**src/rtl/uart_pkg.sv**
```systemverilog
// uart_pkg: definitions shared by the UART transmitter and receiver.
//   uart_state_e         - bit-level FSM state encodings (3 bits)
//   PARITY_*             - values for the PARITY_MODE parameter
//   CLKS_PER_BIT_DEFAULT - 100 MHz clock / 115200 baud
//   calc_parity()        - parity bit for a byte under a given mode
package uart_pkg;

  typedef enum logic [2:0] {
    IDLE   = 3'd0,
    START  = 3'd1,
    DATA   = 3'd2,
    PARITY = 3'd3,
    STOP   = 3'd4,
    DONE   = 3'd5
  } uart_state_e;

  localparam int PARITY_NONE = 0;
  localparam int PARITY_EVEN = 1;
  localparam int PARITY_ODD  = 2;

  localparam int CLKS_PER_BIT_DEFAULT = 868;

  // Even parity makes the total count of ones even.
  // Odd parity is the inverse of even parity.
  function automatic logic calc_parity(input logic [7:0] data, input int mode);
    return (mode == PARITY_ODD) ? ~(^data) : ^data;
  endfunction

endpackage

```
**src/rtl/uart_tx_if.sv**
```systemverilog
// uart_tx_if: byte-side handshake and serial output of the UART transmitter.
//   i_TX_DV     - single-cycle strobe; the byte is accepted only while idle
//   i_TX_Byte   - byte to send; it is sampled on the accepting edge
//   o_TX_Active - high while a frame is in flight
//   o_TX_Serial - registered serial line; it idles high
//   o_TX_Done   - one-cycle pulse after the stop bit
// master: the upstream controller. slave: the transmitter.
interface uart_tx_if;
  logic       i_TX_DV;
  logic [7:0] i_TX_Byte;
  logic       o_TX_Active;
  logic       o_TX_Serial;
  logic       o_TX_Done;

  modport master (
    output i_TX_DV, i_TX_Byte,
    input  o_TX_Active, o_TX_Serial, o_TX_Done
  );

  modport slave (
    input  i_TX_DV, i_TX_Byte,
    output o_TX_Active, o_TX_Serial, o_TX_Done
  );
endinterface

```
**src/rtl/uart_tx.sv**
```systemverilog
// uart_tx: serial UART transmitter.
// Frame format: start bit (0), 8 data bits LSB first, an optional parity bit,
// and one stop bit (1). Each bit lasts CLKS_PER_BIT clock cycles.
//   i_Clock - system clock; all logic runs on the rising edge
//   i_Rst   - synchronous reset, active-high; it aborts any frame in flight
//   tx      - uart_tx_if.slave (byte strobe in; serial, active and done out)
// Parameters:
//   CLKS_PER_BIT - clock cycles per serial bit, 2..65535
//   PARITY_MODE  - 0 none, 1 even, 2 odd; 3 behaves as none
module uart_tx
  import uart_pkg::*;
#(
  parameter int CLKS_PER_BIT = CLKS_PER_BIT_DEFAULT,
  parameter int PARITY_MODE  = PARITY_NONE
) (
  input  logic       i_Clock,
  input  logic       i_Rst,
  uart_tx_if.slave   tx
);

  localparam logic [15:0] LAST_CNT  = 16'(CLKS_PER_BIT - 1);
  localparam bit          PARITY_EN = (PARITY_MODE == PARITY_EVEN) ||
                                      (PARITY_MODE == PARITY_ODD);

  uart_state_e state, state_nxt;
  logic [15:0] clk_cnt, clk_cnt_nxt;
  logic [2:0]  bit_idx, bit_idx_nxt;
  logic [7:0]  tx_byte, tx_byte_nxt;
  logic        serial, serial_nxt;
  logic        active, active_nxt;
  logic        done, done_nxt;
  logic        bit_end;

  // The last cycle of the current serial bit.
  assign bit_end = (clk_cnt == LAST_CNT);

  always_ff @(posedge i_Clock) begin
    // NOTE: state registers use non-blocking assignments so that every
    // register samples the values from before the edge. Blocking assignments
    // would make the order of statements change the hardware.
    if (i_Rst) begin
      state   <= IDLE;
      clk_cnt <= '0;
      bit_idx <= '0;
      // NOTE: the byte latch is reset so that a frame aborted by reset does
      // not leave stale data visible in the latch.
      tx_byte <= '0;
      serial  <= 1'b1;
      active  <= 1'b0;
      done    <= 1'b0;
    end else begin
      state   <= state_nxt;
      clk_cnt <= clk_cnt_nxt;
      bit_idx <= bit_idx_nxt;
      tx_byte <= tx_byte_nxt;
      serial  <= serial_nxt;
      active  <= active_nxt;
      done    <= done_nxt;
    end
  end

  always_comb begin
    // NOTE: every output of this block gets a default before the case. Then
    // no path leaves a signal unassigned, and the tool infers no latch.
    state_nxt   = state;
    clk_cnt_nxt = bit_end ? 16'd0 : clk_cnt + 16'd1;
    bit_idx_nxt = bit_idx;
    tx_byte_nxt = tx_byte;
    serial_nxt  = serial;
    active_nxt  = active;
    done_nxt    = 1'b0;

    case (state)
      IDLE: begin
        serial_nxt  = 1'b1;
        clk_cnt_nxt = '0;
        bit_idx_nxt = '0;
        active_nxt  = 1'b0;
        if (tx.i_TX_DV) begin
          tx_byte_nxt = tx.i_TX_Byte;
          active_nxt  = 1'b1;
          serial_nxt  = 1'b0;
          state_nxt   = START;
        end
      end

      START: begin
        if (bit_end) begin
          serial_nxt = tx_byte[0];
          state_nxt  = DATA;
        end
      end

      DATA: begin
        if (bit_end) begin
          if (bit_idx != 3'd7) begin
            bit_idx_nxt = bit_idx + 3'd1;
            serial_nxt  = tx_byte[bit_idx + 3'd1];
          end else begin
            bit_idx_nxt = '0;
            if (PARITY_EN) begin
              serial_nxt = calc_parity(tx_byte, PARITY_MODE);
              state_nxt  = PARITY;
            end else begin
              serial_nxt = 1'b1;
              state_nxt  = STOP;
            end
          end
        end
      end

      PARITY: begin
        if (bit_end) begin
          serial_nxt = 1'b1;
          state_nxt  = STOP;
        end
      end

      STOP: begin
        if (bit_end) begin
          active_nxt = 1'b0;
          done_nxt   = 1'b1;
          state_nxt  = DONE;
        end
      end

      DONE: begin
        clk_cnt_nxt = '0;
        serial_nxt  = 1'b1;
        state_nxt   = IDLE;
      end

      default: begin
        // An unused encoding recovers to idle with the line high.
        clk_cnt_nxt = '0;
        bit_idx_nxt = '0;
        serial_nxt  = 1'b1;
        active_nxt  = 1'b0;
        state_nxt   = IDLE;
      end
    endcase
  end

  assign tx.o_TX_Serial = serial;
  assign tx.o_TX_Active = active;
  assign tx.o_TX_Done   = done;

endmodule

```
**src/flat_wrapper.sv**
```systemverilog
// flat-port wrapper written by rule: the top's interface ports become plain ports
module uart_tx_flat import uart_pkg::*;
#(
  parameter int CLKS_PER_BIT = CLKS_PER_BIT_DEFAULT,
  parameter int PARITY_MODE  = PARITY_NONE
)
  (i_Clock, i_Rst, tx_i_TX_DV, tx_i_TX_Byte, tx_o_TX_Active, tx_o_TX_Serial, tx_o_TX_Done);
  uart_tx_if tx_i ();
  input  logic i_Clock;
  input  logic i_Rst;
  input wire logic [$bits(tx_i.i_TX_DV)-1:0] tx_i_TX_DV;
  input wire logic [$bits(tx_i.i_TX_Byte)-1:0] tx_i_TX_Byte;
  output wire logic [$bits(tx_i.o_TX_Active)-1:0] tx_o_TX_Active;
  output wire logic [$bits(tx_i.o_TX_Serial)-1:0] tx_o_TX_Serial;
  output wire logic [$bits(tx_i.o_TX_Done)-1:0] tx_o_TX_Done;
  assign tx_i.i_TX_DV = tx_i_TX_DV;
  assign tx_i.i_TX_Byte = tx_i_TX_Byte;
  assign tx_o_TX_Active = tx_i.o_TX_Active;
  assign tx_o_TX_Serial = tx_i.o_TX_Serial;
  assign tx_o_TX_Done = tx_i.o_TX_Done;
  uart_tx #(.CLKS_PER_BIT(CLKS_PER_BIT), .PARITY_MODE(PARITY_MODE)) u_core (.i_Clock(i_Clock), .i_Rst(i_Rst), .tx(tx_i));
endmodule
```
**config.mk**
```make
export PLATFORM = sky130hd
export DESIGN_NAME = uart_tx_flat
export DESIGN_NICKNAME = d
export VERILOG_FILES = /design/src/rtl/uart_pkg.sv /design/src/rtl/uart_tx_if.sv /design/src/rtl/uart_tx.sv /design/src/flat_wrapper.sv
export SDC_FILE = /design/constraint.sdc
export NUM_CORES = 1
export LEC_CHECK = 0
export CAP_MARGIN = 0
export CORE_MARGIN = 2
export CORE_UTILIZATION = 55
export DETAILED_ROUTE_END_ITERATION = 7
export DONT_BUFFER_PORTS = 1
export GPL_ROUTABILITY_DRIVEN = 0
export GPL_TIMING_DRIVEN = 0
export PLACE_DENSITY_LB_ADDON = 0.05
export SLEW_MARGIN = 30
export SYNTH_ARGS = -nofsm -noshare
export SYNTH_HDL_FRONTEND = slang
export SYNTH_SLANG_ARGS = --single-unit
```
**constraint.sdc**
```tcl
create_clock -name i_Clock -period 2.05 [get_ports i_Clock]
set_clock_uncertainty 0.1 [all_clocks]
set_input_delay 0.1025 -clock i_Clock [delete_from_list [all_inputs] [get_ports i_Clock]]
set_output_delay 0.1025 -clock i_Clock [all_outputs]
set_load 0.01 [all_outputs]
```
==> flow_summary.toml <==
[run_status]
status = "finished with violations"
violations = "setup timing"

[sta]
period_share = 1.04
timing_hold_violations_final = 0
slew_viol_final = 0
rsz0062_at_grt = "true"
tightestPinTransition_ns = 0.900
final-setup-viol-count = 1
fin_crit_ns = 2.12
fmax_mhz = 471
tns_ns = -0.0733
setup_slack_ns = -0.0733
slew_headroom = 0.398

[synthesis]
yosysTopAreaCellShare = 0.407
syn-instance-count = 175
synth_common_cells = "33 x dfxtp_1, 25 x nand2_1, 15 x a21oi_1, 11 x nor2_1, 8 x nor2_4"
yosys.cell_count.top_type = "dfxtp_1"
seq_area_frac_synth = 0.407
synth-seq-cells = 33
synthFlopType = "dfxtp_1"
syn_area_per_cell_um2 = 9.27
synth_area_leader_cell = "dfxtp_1"
synthDistinctLibCells = 44
ys_async_sr_fraction = 0
synth.area.top_cells = "dfxtp_1 41%, nand2_1 5.8%, nor2_4 5.6%, a21oi_1 4.6%, xor2_1 3.8%"
synth-edff-count = 0
synth_nets = 189
ys_warn_count = 0
syn-cell-area_um2 = 1620

[clock_tree]
h-tree-depth = 2
cts_root_buffer = "clkbuf_4"
cts_tree = "yes"
path_clk_slew_ns = 0.11
clockBufferDepth = 2
cts_inserted_buffers = 5
clock_latency_ns = 0.34
clock-sinks = 33

[final_layout]
n_antenna_cell = 0
drive_gt1_frac = 0.207
fin_area_um2 = 1850
layout.cells.non_filler = 224
layout.nets = 206
area_delta_synth_final_pct = 14.1

[power]
total_power_mw = 1.13
p_leak_nw = 0.626
irDropWorstVdd_mv = 0.637
p_per_area_nw_per_um2 = 611

[setup_path]
critPathMaxFanout = 4
worstPathArrival_ns = 2.27
crit_slowest_cell = "mux4_2"
crit_type = "register to register"
crit_required_ns = 2.20
end_kind = "register"
critPathLaunchType = "register"
max_stage_delay_ns = 0.52
crit_chain = "ha_4, ha_4, mux4_2, a2111oi_4, o211a_1, o21ai_1"
crit_path_frequent_cell = "ha_4"
r2r_setup_slack_ns = -0.07

[global_routing]
grt_max_degree = 11
grt_pass1_vias = 1169
antenna_found_initial = 0
grt_usage = 0.217
grt.overflow.total = 0
grt_pass1_wl_um = 5520

[run]
maxCapViolCount = 0

[place]
pre_cts_slack_ns = -0.125
io_buffers = 0
placed_area_um2 = 1680
dp_cells = 206
hpwlAfterDp_um = 2090

[routing]
wl_per_cell_um = 14.3
drc = 0
drt_iter0_drc = 43
postRouteWirelength_um = 3210
dr.pass1.iters = 4
num_vias = 1272
via_per_inst = 5.68
antenna_left = 0

[floorplanning]
ios = 14
core-area_um2 = 2780
rows = 19
die_w_um = 58.3
dieHeight_um = 58.3
start_util = 0.583
die-area_um2 = 3400

[hold_path]
min_path_type = "input port to register"
[path summary, 6_finish.rpt]
path              cells past startpoint               endpoint         startpoint
hold reg to reg                       2      u_core.tx_byte[3]  u_core.tx_byte[3]
hold / removal                        3      u_core.tx_byte[3]         tx_i_TX_DV
setup reg to reg                      6  u_core.tx.o_TX_Serial  u_core.bit_idx[0]
setup / recovery                      6  u_core.tx.o_TX_Serial  u_core.bit_idx[0]
[routing by layer]
metal  vias up  share of wire  wire (µm)  GRT usage
li1        644              -          -          -
met1       594           0.50       1610      0.312
met2        27           0.43       1370      0.302
met3         7          0.060        191     0.0791
met4         0          0.013         42     0.0698
met5         -              0          0          0
[placed cells by master (no fill, tap or decap), types with 2 or more instances in the layout]
cell type	count
and4_4	2
buf_2	2
xor2_1	7
buf_6	2
nand3_1	3
a22oi_1	3
or3b_1	2
nor2_2	3
nand4_1	2
nor3_1	6
mux2i_1	3
clkbuf_4	5
clkinv_2	2
ha_4	2
dlygate4sd3_1	9
or3_1	5
nor2_4	8
clkbuf_1	3
dfxtp_1	32
xnor2_1	2
and2_1	2
nor2_1	11
inv_1	4
and3_1	2
nor4b_2	2
o21ai_0	7
nand2_1	25
a21oi_1	15
[critical path: cells and delay by family (launching register included)]
family | cells | cell delay, ns
AO/OA/AOI/OAI | 3 | 0.60
flip-flops | 1 | 0.37
adder cells (fa/ha/maj) | 2 | 0.44
multiplexers | 1 | 0.52
[state kept, by name, summed over array words and instances (netlist names)]
signal / flops
u_core.clk_cnt: 16
u_core.tx_byte: 8
u_core.bit_idx: 3
u_core.state: 3
u_core.tx.o_TX_Active: 1
u_core.tx.o_TX_Done: 1
u_core.tx.o_TX_Serial: 1
[timing repair]
| action | CTS | global route |
|---|---|---|
| hold buffers | 9 | 0 |
| pin swaps | 1 | 0 |
| gates resized for setup | 3 | 0 |
| endpoints found under the setup margin | 1 | 1 |
| hold endpoints to repair | 9 | 0 |
| setup buffers | 1 | 0 |
[kinds of logic (layout without fill, tap and decap cells)]
kind of cell / Yosys count / count (layout) / share of synthesized area
AO/OA/AOI/OAI: 34 / 34 / 0.139
buffers and inverters: 11 / 29 / 0.0432
flip-flops: 33 / 33 / 0.407
AND/OR/NAND/NOR: 80 / 80 / 0.299
XOR/XNOR: 9 / 9 / 0.0486
multiplexers: 5 / 5 / 0.0394
adder cells (fa/ha/maj): 3 / 3 / 0.0232
[layout make-up]
class / instances / area (µm²)
fillers: 235 / 931
multi-input cells: 131 / 928
flip-flops and latches: 33 / 664
repair buffers: 10 / 97.6
plain buffers: 7 / 55.1
clock buffers: 6 / 41.3
well taps: 31 / 38.8
inverters: 4 / 15.0
clock inverters: 2 / 10.0
[stage by stage]
step	hold slack (ns)	utilization
2_1_floorplan	0.138	-
3_3_place_gp	0.142	0.603
3_5_place_dp	0.149	0.603
4_1_cts	0.0280	0.665
5_1_grt	0.0306	0.665
6_report	0.0439	0.665
[power breakdown]
group	switching (mW)	internal [mW]	total, mW
logic	0.0569	0.0455	0.102
registers	0.0123	0.657	0.669
clock network	0.228	0.131	0.359
total	0.297	0.833	1.13
Power figures use the tool's default switching activity.
